$ cat config.mk
export PLATFORM = sky130hd
export DESIGN_NAME = grid_cell_classifier
export DESIGN_NICKNAME = d
export VERILOG_FILES = /design/src/rtl/grid_cell_classifier.sv
export SDC_FILE = /design/constraint.sdc
export NUM_CORES = 2
export LEC_CHECK = 0
export CORE_UTILIZATION = 45
export CTS_CLUSTER_SIZE = 20
export DETAILED_ROUTE_END_ITERATION = 8
export GPL_ROUTABILITY_DRIVEN = 0
export PLACE_DENSITY = 0.61
export REMOVE_ABC_BUFFERS = 1
export SYNTH_ARGS = -nofsm -noshare
export SYNTH_HDL_FRONTEND = slang
export SYNTH_SLANG_ARGS = --single-unit
$ cat constraint.sdc
create_clock -name iCLK -period 7.3 [get_ports iCLK]
set_input_delay 1.46 -clock iCLK [delete_from_list [all_inputs] [get_ports iCLK]]
set_output_delay 1.46 -clock iCLK [all_outputs]
set_load 0.02 [all_outputs]
$ cat src/rtl/grid_cell_classifier.sv
// Grid cell classifier: accumulates window luma in each of the 8x8 board cells
// over one frame and publishes a thresholded occupancy map once per frame.
module grid_cell_classifier #(
    parameter int GRID_LEFT  = 155,
    parameter int GRID_TOP   = 46,
    parameter int PITCH_H    = 70,
    parameter int PITCH_V    = 72,
    parameter int SAMP_OFS_H = 19,
    parameter int SAMP_OFS_V = 16,
    parameter int SAMP_LOG2  = 5,
    parameter int V_EVAL     = GRID_TOP + 7 * PITCH_V + SAMP_OFS_V + (1 << SAMP_LOG2)
) (
    input  logic        iCLK,
    input  logic        iRST_N,
    input  logic        iEnable,
    input  logic [12:0] iH_Cont,
    input  logic [12:0] iV_Cont,
    input  logic [9:0]  iRed,
    input  logic [9:0]  iGreen,
    input  logic [9:0]  iBlue,
    input  logic [9:0]  iThresh,
    output logic [63:0] oMap,
    output logic        oValid,
    output logic        oBusy
);
    localparam int WIN   = 1 << SAMP_LOG2;
    localparam int ACC_W = 20;

    typedef enum logic [2:0] {IDLE, WAIT_SOF, ACCUM, EVAL, DONE} state_t;

    function automatic logic [9:0] luma(input logic [9:0] r, input logic [9:0] g,
                                        input logic [9:0] b);
        logic [11:0] sum;
        sum = {2'b00, r} + {1'b0, g, 1'b0} + {2'b00, b};
        return sum[11:2];
    endfunction

    function automatic logic [12:0] col_lo(input int i);
        return 13'(GRID_LEFT + i * PITCH_H + SAMP_OFS_H);
    endfunction

    function automatic logic [12:0] row_lo(input int i);
        return 13'(GRID_TOP + i * PITCH_V + SAMP_OFS_V);
    endfunction

    state_t           state_q;
    logic [9:0]       y_p1_q;
    logic             vld_p1_q;
    logic [5:0]       cell_p1_q;
    logic [ACC_W-1:0] acc_q [64];
    logic [5:0]       idx_q;
    logic [9:0]       thr_q;
    logic [63:0]      res_q;
    logic [63:0]      res_d;

    logic [2:0] col_p0, row_p0;
    logic       col_hit_p0, row_hit_p0;
    logic       sof, eval_row, eval_bit;

    assign sof      = (iH_Cont == 13'd0) && (iV_Cont == 13'd0);
    assign eval_row = (iH_Cont == 13'd0) && (iV_Cont == 13'(V_EVAL));
    assign eval_bit = (acc_q[idx_q] >> (2 * SAMP_LOG2)) >= ACC_W'(thr_q);

    // Constant range compares per column/row; at most one can hit since windows never overlap.
    always_comb begin
        col_hit_p0 = 1'b0;
        col_p0     = 3'd0;
        row_hit_p0 = 1'b0;
        row_p0     = 3'd0;
        for (int i = 0; i < 8; i++) begin
            if (iH_Cont >= col_lo(i) && iH_Cont < col_lo(i) + 13'(WIN)) begin
                col_hit_p0 = 1'b1;
                col_p0     = 3'(i);
            end
            if (iV_Cont >= row_lo(i) && iV_Cont < row_lo(i) + 13'(WIN)) begin
                row_hit_p0 = 1'b1;
                row_p0     = 3'(i);
            end
        end
    end

    always_comb begin
        res_d        = res_q;
        res_d[idx_q] = eval_bit;
    end

    always_ff @(posedge iCLK or negedge iRST_N) begin
        if (!iRST_N) begin
            state_q   <= IDLE;
            y_p1_q    <= '0;
            vld_p1_q  <= 1'b0;
            cell_p1_q <= '0;
            for (int i = 0; i < 64; i++) acc_q[i] <= '0;
            idx_q     <= '0;
            thr_q     <= '0;
            res_q     <= '0;
            oMap      <= '0;
            oValid    <= 1'b0;
            oBusy     <= 1'b0;
        end else begin
            // Stage 1: luma and window decode
            y_p1_q    <= luma(iRed, iGreen, iBlue);
            vld_p1_q  <= col_hit_p0 && row_hit_p0 && !(state_q == WAIT_SOF && sof);
            cell_p1_q <= {row_p0, col_p0};
            // Stage 2: accumulate into the addressed cell
            if (vld_p1_q && state_q == ACCUM)
                acc_q[cell_p1_q] <= acc_q[cell_p1_q] + ACC_W'(y_p1_q);

            oValid <= 1'b0;
            case (state_q)
                IDLE: if (iEnable) state_q <= WAIT_SOF;
                WAIT_SOF: begin
                    if (!iEnable) begin
                        state_q <= IDLE;
                    end else if (sof) begin
                        for (int i = 0; i < 64; i++) acc_q[i] <= '0;
                        state_q <= ACCUM;
                        oBusy   <= 1'b1;
                    end
                end
                ACCUM: begin
                    if (eval_row) begin
                        thr_q   <= iThresh;
                        idx_q   <= '0;
                        state_q <= EVAL;
                    end
                end
                EVAL: begin
                    res_q <= res_d;
                    idx_q <= idx_q + 6'd1;
                    if (idx_q == 6'd63) begin
                        oMap    <= res_d;
                        oValid  <= 1'b1;
                        oBusy   <= 1'b0;
                        state_q <= DONE;
                    end
                end
                DONE: state_q <= iEnable ? WAIT_SOF : IDLE;
                default: state_q <= IDLE;
            endcase
        end
    end
endmodule

After elaboration in Yosys (flattened, before gate mapping)
Cells that the tools add are included.

storage, ports and cells
  word-level logic and storage cells = 226
  input port bits = 69
  flip-flop bits (word level) = 1,446
  output and inout bits = 66

cells by class
  equal/unequal tests = 12
  reduce and logical (&&, ||, !) cells = 35
  $lt $le $gt $ge = 38
  mux-type cells = 61
  $add $sub $neg = 4
  bitwise logic cells = 2

operators with widths
  operator                                                              count
  two-way mux 1280 bit                                                  4
  bitwise mux 1280 bit                                                  1
  binary-select mux 20 bit (select 6 bit)                               2
  demux 20 bit (select 6 bit)                                           1
  two-way mux 20 bit                                                    5
  greater-or-equal comparator 13 x 9 -> 1 bit (second input constant)   7
  less-than comparator 13 x 9 -> 1 bit (second input constant)          7
  less-than comparator 13 x 10 -> 1 bit (second input constant)         5
  bitwise mux 64 bit                                                    1
  greater-or-equal comparator 13 x 10 -> 1 bit (second input constant)  4
  greater-or-equal comparator 13 x 8 -> 1 bit (second input constant)   4
  two-way mux 3 bit                                                     17
  less-than comparator 13 x 8 -> 1 bit (second input constant)          3
  zero test 13 bit                                                      2
  two-way mux 1 bit                                                     25
  logical AND 1 bit                                                     24
  adder 20 x 10 -> 20 bit                                               1
  case mux 3 bit (5 select lines)                                       1
  greater-or-equal comparator 7 bit (second input constant)             2
  inverter 6 -> 7 bit                                                   2
  == test 13 x 10 -> 1 bit (second input constant)                      1
  greater-or-equal comparator 13 x 6 -> 1 bit (second input constant)   1
  less-than comparator 13 x 7 -> 1 bit (second input constant)          1
  adder 10 x 11 -> 12 bit                                               1
  21 further kinds                                                      30

Logic depth before layout (Yosys ltp)
  depth in word-level cells = 12
  depth in mapped cells = 32
  gate-level depth less buffers = 18

Least setup slack after synthesis
OpenSTA, ideal clock, no wires.

  kind = flip-flop to flip-flop
  start point = register cell_p1_q[2]
  end point = register acc_q[1074] (netlist bit)
  library setup time = 78 ps
  arrival time = 6,164 ps
  path slack = 1,058 ps
  buffers on the path = 11
  data required time = 7,222 ps
  stages on the path, launching flop included = 29
  period minus slack after synthesis = 6,242 ps
  path through = dfrtp_1 > buf_6 > buf_6 > buf_6 > buf_6 > buf_6 > buf_6 > buf_4 > buf_4 > buf_2 > buf_2 > mux2_2 > a221oi_1 > a21oi_1 > a221o_1 > a221oi_1 > o2111ai_1 > ha_1 > fa_1 > a21o_1 > a21oi_1 > o21bai_1 > a2111oi_0 > o41ai_1 > a21boi_0 > nand3_2 > clkbuf_1 > or3b_2 > a21oi_1

on the way
  cells in the longest elaborated chain, start to end = 10
  elaborated cells between the ends (all ways) = 15
  those cells by class = add/sub (1); order compare (2); mux (10); bitwise (1); reduce/logical (1)

RTL lines
  what                                                                                  RTL line  text
  start, declared                                                                       49        logic [5:0] cell_p1_q;
  start signal, assigned                                                                104       cell_p1_q <= {row_p0, col_p0};
  inverter 6 -> 7 bit (not written as such) *                                           107       acc_q[cell_p1_q] <= acc_q[cell_p1_q] + ACC_W'(y_p1_q);
  binary-select mux 20 bit (select 6 bit) (tied with other cells)                       107
  two-way mux 20 bit (not written as such) / logical AND 1 bit (equally long branches)  107
  two-way mux 20 bit (not written as such)                                              107
  adder 20 x 10 -> 20 bit / demux 20 bit (select 6 bit) (equally long branches)         107
  bitwise mux 1280 bit *                                                                107
  two-way mux 1280 bit *                                                                106       if (vld_p1_q && state_q == ACCUM)
  two-way mux 1280 bit                                                                  115       end else if (sof) begin
  two-way mux 1280 bit                                                                  113       if (!iEnable) begin
  two-way mux 1280 bit *                                                                110       case (state_q)
  end signal, assigned by index                                                         107
  end, declared                                                                         50        logic [ACC_W-1:0] acc_q [64];

Every way passes the cells marked *; elsewhere a longest branch is shown, timed or not. The select of a mux whose other input is x is not followed.
A chain may end at the register's enable or synchronous reset.

Worst setup path after layout
  start point = register cell_p1_q[2]
  end point = register acc_q[354] (netlist bit)

Same word-level chain as after synthesis.

==> flow_metrics.tcl <==
set metrics [dict create \
    path_max_fanout 43 \
    synth_area_leaders "dfrtp_1 (49%), a21oi_1 (6.2%), nand2_1 (5.5%)" \
    postCtsHoldBufs 0 \
    die_h_um 406 \
    cellLeakagePower_nw 32.5 \
    synth_top_family_by_area "compound AO/OA/AOI/OAI gates" \
    r2r-end "acc_q[354]$_DFF_PN0_" \
    avgViaCountPerCell 6.72 \
    hold_class "register to register" \
    clock_path_buffers 3 \
    fin_crit_ns 6.93 \
    dr_total_vias 68639 \
    antenna_found_initial 8 \
    syn_area_per_cell_um2 8.95 \
    syn_area_um2 73500 \
    fin_crit_sh_pct 94.9 \
    start_util_pct 45.5 \
    setup_viol 0 \
    cts_setup_buffers 0 \
    cts.htree.levels 4 \
    first_global_vias 64564 \
    synthXorXnorAreaFrac_pct 0.310 \
    dpl.hpwl_um 201000 \
    io_buffers 134 \
    clock_latency_ns 0.85 \
    cp.required_ns 7.96 \
    synth_edf_count 0 \
    rsz0062_at_grt "no" \
    peakVddDrop_mv 0.340 \
    cts_resized 0 \
    synth_compound_area_share_pct 23.4 \
    finalSetupTns_ns 0 \
    yosysTopAreaCellShare_pct 49.3 \
    drc 0 \
    area_growth_pct 12.4 \
    synth-seq-area-share_pct 49.3 \
    cts_tree "yes" \
    dieWidth_um 406 \
    synth_adder_area_share_pct 0.811 \
    wl_um 315000 \
    core_um2 161000 \
    worstSetupPathType "register to register" \
    fmax_mhz 144 \
    ys_types 91 \
    worst_slack_ns 0.370 \
    yosysWarnings 0 \
    grt_max_degree 189 \
    path_clk_slew_ns 0.06 \
    maxCapViolCount 0 \
    final_nets 8024 \
    reg2reg_depth 19 \
    layout-drive-gt1-share_pct 10.4 \
    p_per_area_nw_per_um2 292 \
    drt_iter0_drc 9972 \
    worst_pin_slew_ns 1.37 \
    cp-end-kind "register" \
    synthMuxAreaShare_pct 3.84 \
    grt.overflow.total 0 \
    synth_ff_type "dfrtp_1" \
    grt_pass1_wl_um 457000 \
    place_ws_ns 0.608 \
    hold_start "oMap[31]$_DFFE_PN0P_" \
    die-area_um2 165000 \
    synth_seq_cells 1446 \
    synth_top_area_cell "dfrtp_1" \
    start_kind "register" \
    postSynth.asyncResetShare_pct 100 \
    yosys.area_share.simple_pct 17.1 \
    hold_violations 0 \
    cts-root-buf "clkbuf_16" \
    row_count 147 \
    synth_cells 8211 \
    holdWs_ns 0.470 \
    holdPathEnd "oMap[31]$_DFFE_PN0P_" \
    slew_headroom_pct 8.81 \
    r2r-start "cell_p1_q[2]$_DFF_PN0_" \
    grt_util_all_layers_pct 37.8 \
    finalMaxSlewViolations 0 \
    routedWlPerCell_um 30.9 \
    cp.arrival_ns 7.59 \
    outcome "completed" \
    cts_sinks 1446 \
    hold_depth 2 \
    drtAntennaViolNets 0 \
    finalClockSkew_ns 0.0399 \
    r2r_slack_ns 0.37 \
    num_io_pins 135 \
    drt_first_pass_iters 7 \
    numCtsBuffers 159 \
]
-- cells in the mapped netlist, drive strengths merged (11+ instances only) --
| cell type | count |
|---|---|
| dfrtp | 1446 |
| nand2 | 1080 |
| a21oi | 916 |
| nor2 | 873 |
| clkbuf | 706 |
| nand3 | 576 |
| o21ai | 466 |
| a22oi | 403 |
| buf | 177 |
| a221oi | 163 |
| a31oi | 152 |
| a211oi | 138 |
| a22o | 110 |
| o22ai | 109 |
| mux2i | 107 |
| mux2 | 76 |
| or3 | 71 |
| o31ai | 66 |
| nand3b | 41 |
| nand4 | 41 |
| mux4 | 39 |
| ha | 30 |
| inv | 30 |
| or3b | 29 |
| nor4 | 28 |
| a221o | 26 |
| nor3 | 25 |
| a41oi | 24 |
| nand2b | 23 |
| nor2b | 17 |
| xnor2 | 17 |
| a21o | 13 |
| and2 | 13 |
| o2bb2ai | 13 |
| o22a | 12 |
| fa | 11 |
| o211ai | 11 |
-- per-layer routing --
layer / up-vias / track usage (%) / part of all wire, %
met3: 1182 / 10.5 / 12
met2: 4848 / 54.0 / 42
met4: 8 / 28.6 / 8.8
li1: 29040 / - / -
met5: - / 0.149 / 0.016
met1: 33561 / 48.6 / 37
-- metrics by stage --
stage	utilization [%]	power (W)	instance area, µm²	std cells
final	51.2	0.0241	82600	10207
after global routing	51.2	0.0246	82600	10201
after CTS	51.2	0.0238	82600	10198
after detailed placement	47.7	0.0153	77000	9913
after global placement	47.7	0.0153	77000	9913
after floorplan	-	0.0119	69700	7328
-- worst max path at each step --
stage | start | endpoint | slack, ns | depth (start not counted)
after global placement | cell_p1_q[2]$_DFF_PN0_ | acc_q[1254]$_DFF_PN0_ | 0.61 | 19
after detailed placement | cell_p1_q[2]$_DFF_PN0_ | acc_q[14]$_DFF_PN0_ | 0.61 | 19
after floorplan | iH_Cont[11] | acc_q[1259]$_DFF_PN0_ | -62.25 | 7
final | cell_p1_q[2]$_DFF_PN0_ | acc_q[354]$_DFF_PN0_ | 0.37 | 19
after CTS | cell_p1_q[2]$_DFF_PN0_ | acc_q[354]$_DFF_PN0_ | 0.55 | 19
after global routing | cell_p1_q[2]$_DFF_PN0_ | acc_q[1254]$_DFF_PN0_ | 0.12 | 19
-- cells in the final DEF, fill, tap and decap left out, types with 18 or more instances in the layout --
master / Yosys / final
a211oi_1: 138 / 138
a21oi_1: 916 / 916
a221o_1: 26 / 26
a221oi_1: 163 / 163
a22o_1: 110 / 110
a22oi_1: 403 / 403
a31oi_1: 152 / 149
a41oi_1: 24 / 24
buf_12: 0 / 41
buf_4: 20 / 250
clkbuf_1: 704 / 29
clkbuf_16: 0 / 160
clkbuf_8: 0 / 37
clkdlybuf4s50_1: 0 / 133
clkinv_2: 0 / 21
dfrtp_1: 1446 / 1443
ha_1: 30 / 29
inv_1: 30 / 28
mux2_2: 76 / 76
mux2i_1: 106 / 106
mux4_2: 39 / 39
nand2_1: 1080 / 1051
nand2_2: 0 / 29
nand2b_1: 23 / 23
nand3_1: 575 / 574
nand3b_1: 40 / 40
nand4_1: 41 / 41
nor2_1: 873 / 853
nor3_1: 24 / 20
nor4_1: 26 / 25
o21ai_0: 466 / 465
o22ai_1: 77 / 77
o22ai_2: 32 / 32
o31ai_1: 66 / 66
or3_1: 71 / 71
or3b_2: 18 / 18
-- layout make-up --
class	count	area (µm²)
diodes	9	22.5
clock buffers	226	4620
clock inverters	59	941
fillers	14798	78700
inverters	32	120
multi-input cells	5850	33900
flip-flops and latches	1446	36200
well taps	2160	2700
repair buffers	425	4060
-- report_power, final --
part	leakage [nW]	internal [W]	switching (W)
combinational	16.4	0.00179	0.00532
clock	2.71	0.00504	0.00360
sequential	13.4	0.00816	0.000204
-- worst max-delay path: stages, from the launching register on --
cell       delay, ns
dfrtp_4         0.82
buf_4           0.33
mux2_2          0.35
a221oi_1        0.27
a21oi_1         0.11
a221o_1         0.28
a221oi_1        0.29
o2111ai_1       0.19
ha_2            0.23
fa_2            0.40
a21o_1          0.21
a21oi_1         0.32
o21bai_1        0.14
a2111oi_0       0.69
o41ai_2         0.30
buf_4           0.23
a31oi_2         0.70
a31o_2          0.21
buf_4           0.41
o21ai_0         0.18
-- kinds of logic after synthesis --
family / Yosys count
adder cells (fa/ha/maj): 41
flip-flops: 1446
buffers and inverters: 915
multiplexers: 222
AND/OR/NAND/NOR: 2871
XOR/XNOR: 26
AO/OA/AOI/OAI: 2690
-- state kept, by name (all words and copies together) (netlist names) --
register and count:
y_p1_q 10, oBusy 1, res_q 64, idx_q 6, acc_q 1280, cell_p1_q 6, state_q 3, oValid 1
vld_p1_q 1, thr_q 10, oMap 64
Note: power is estimated with default switching activity, not from simulation.
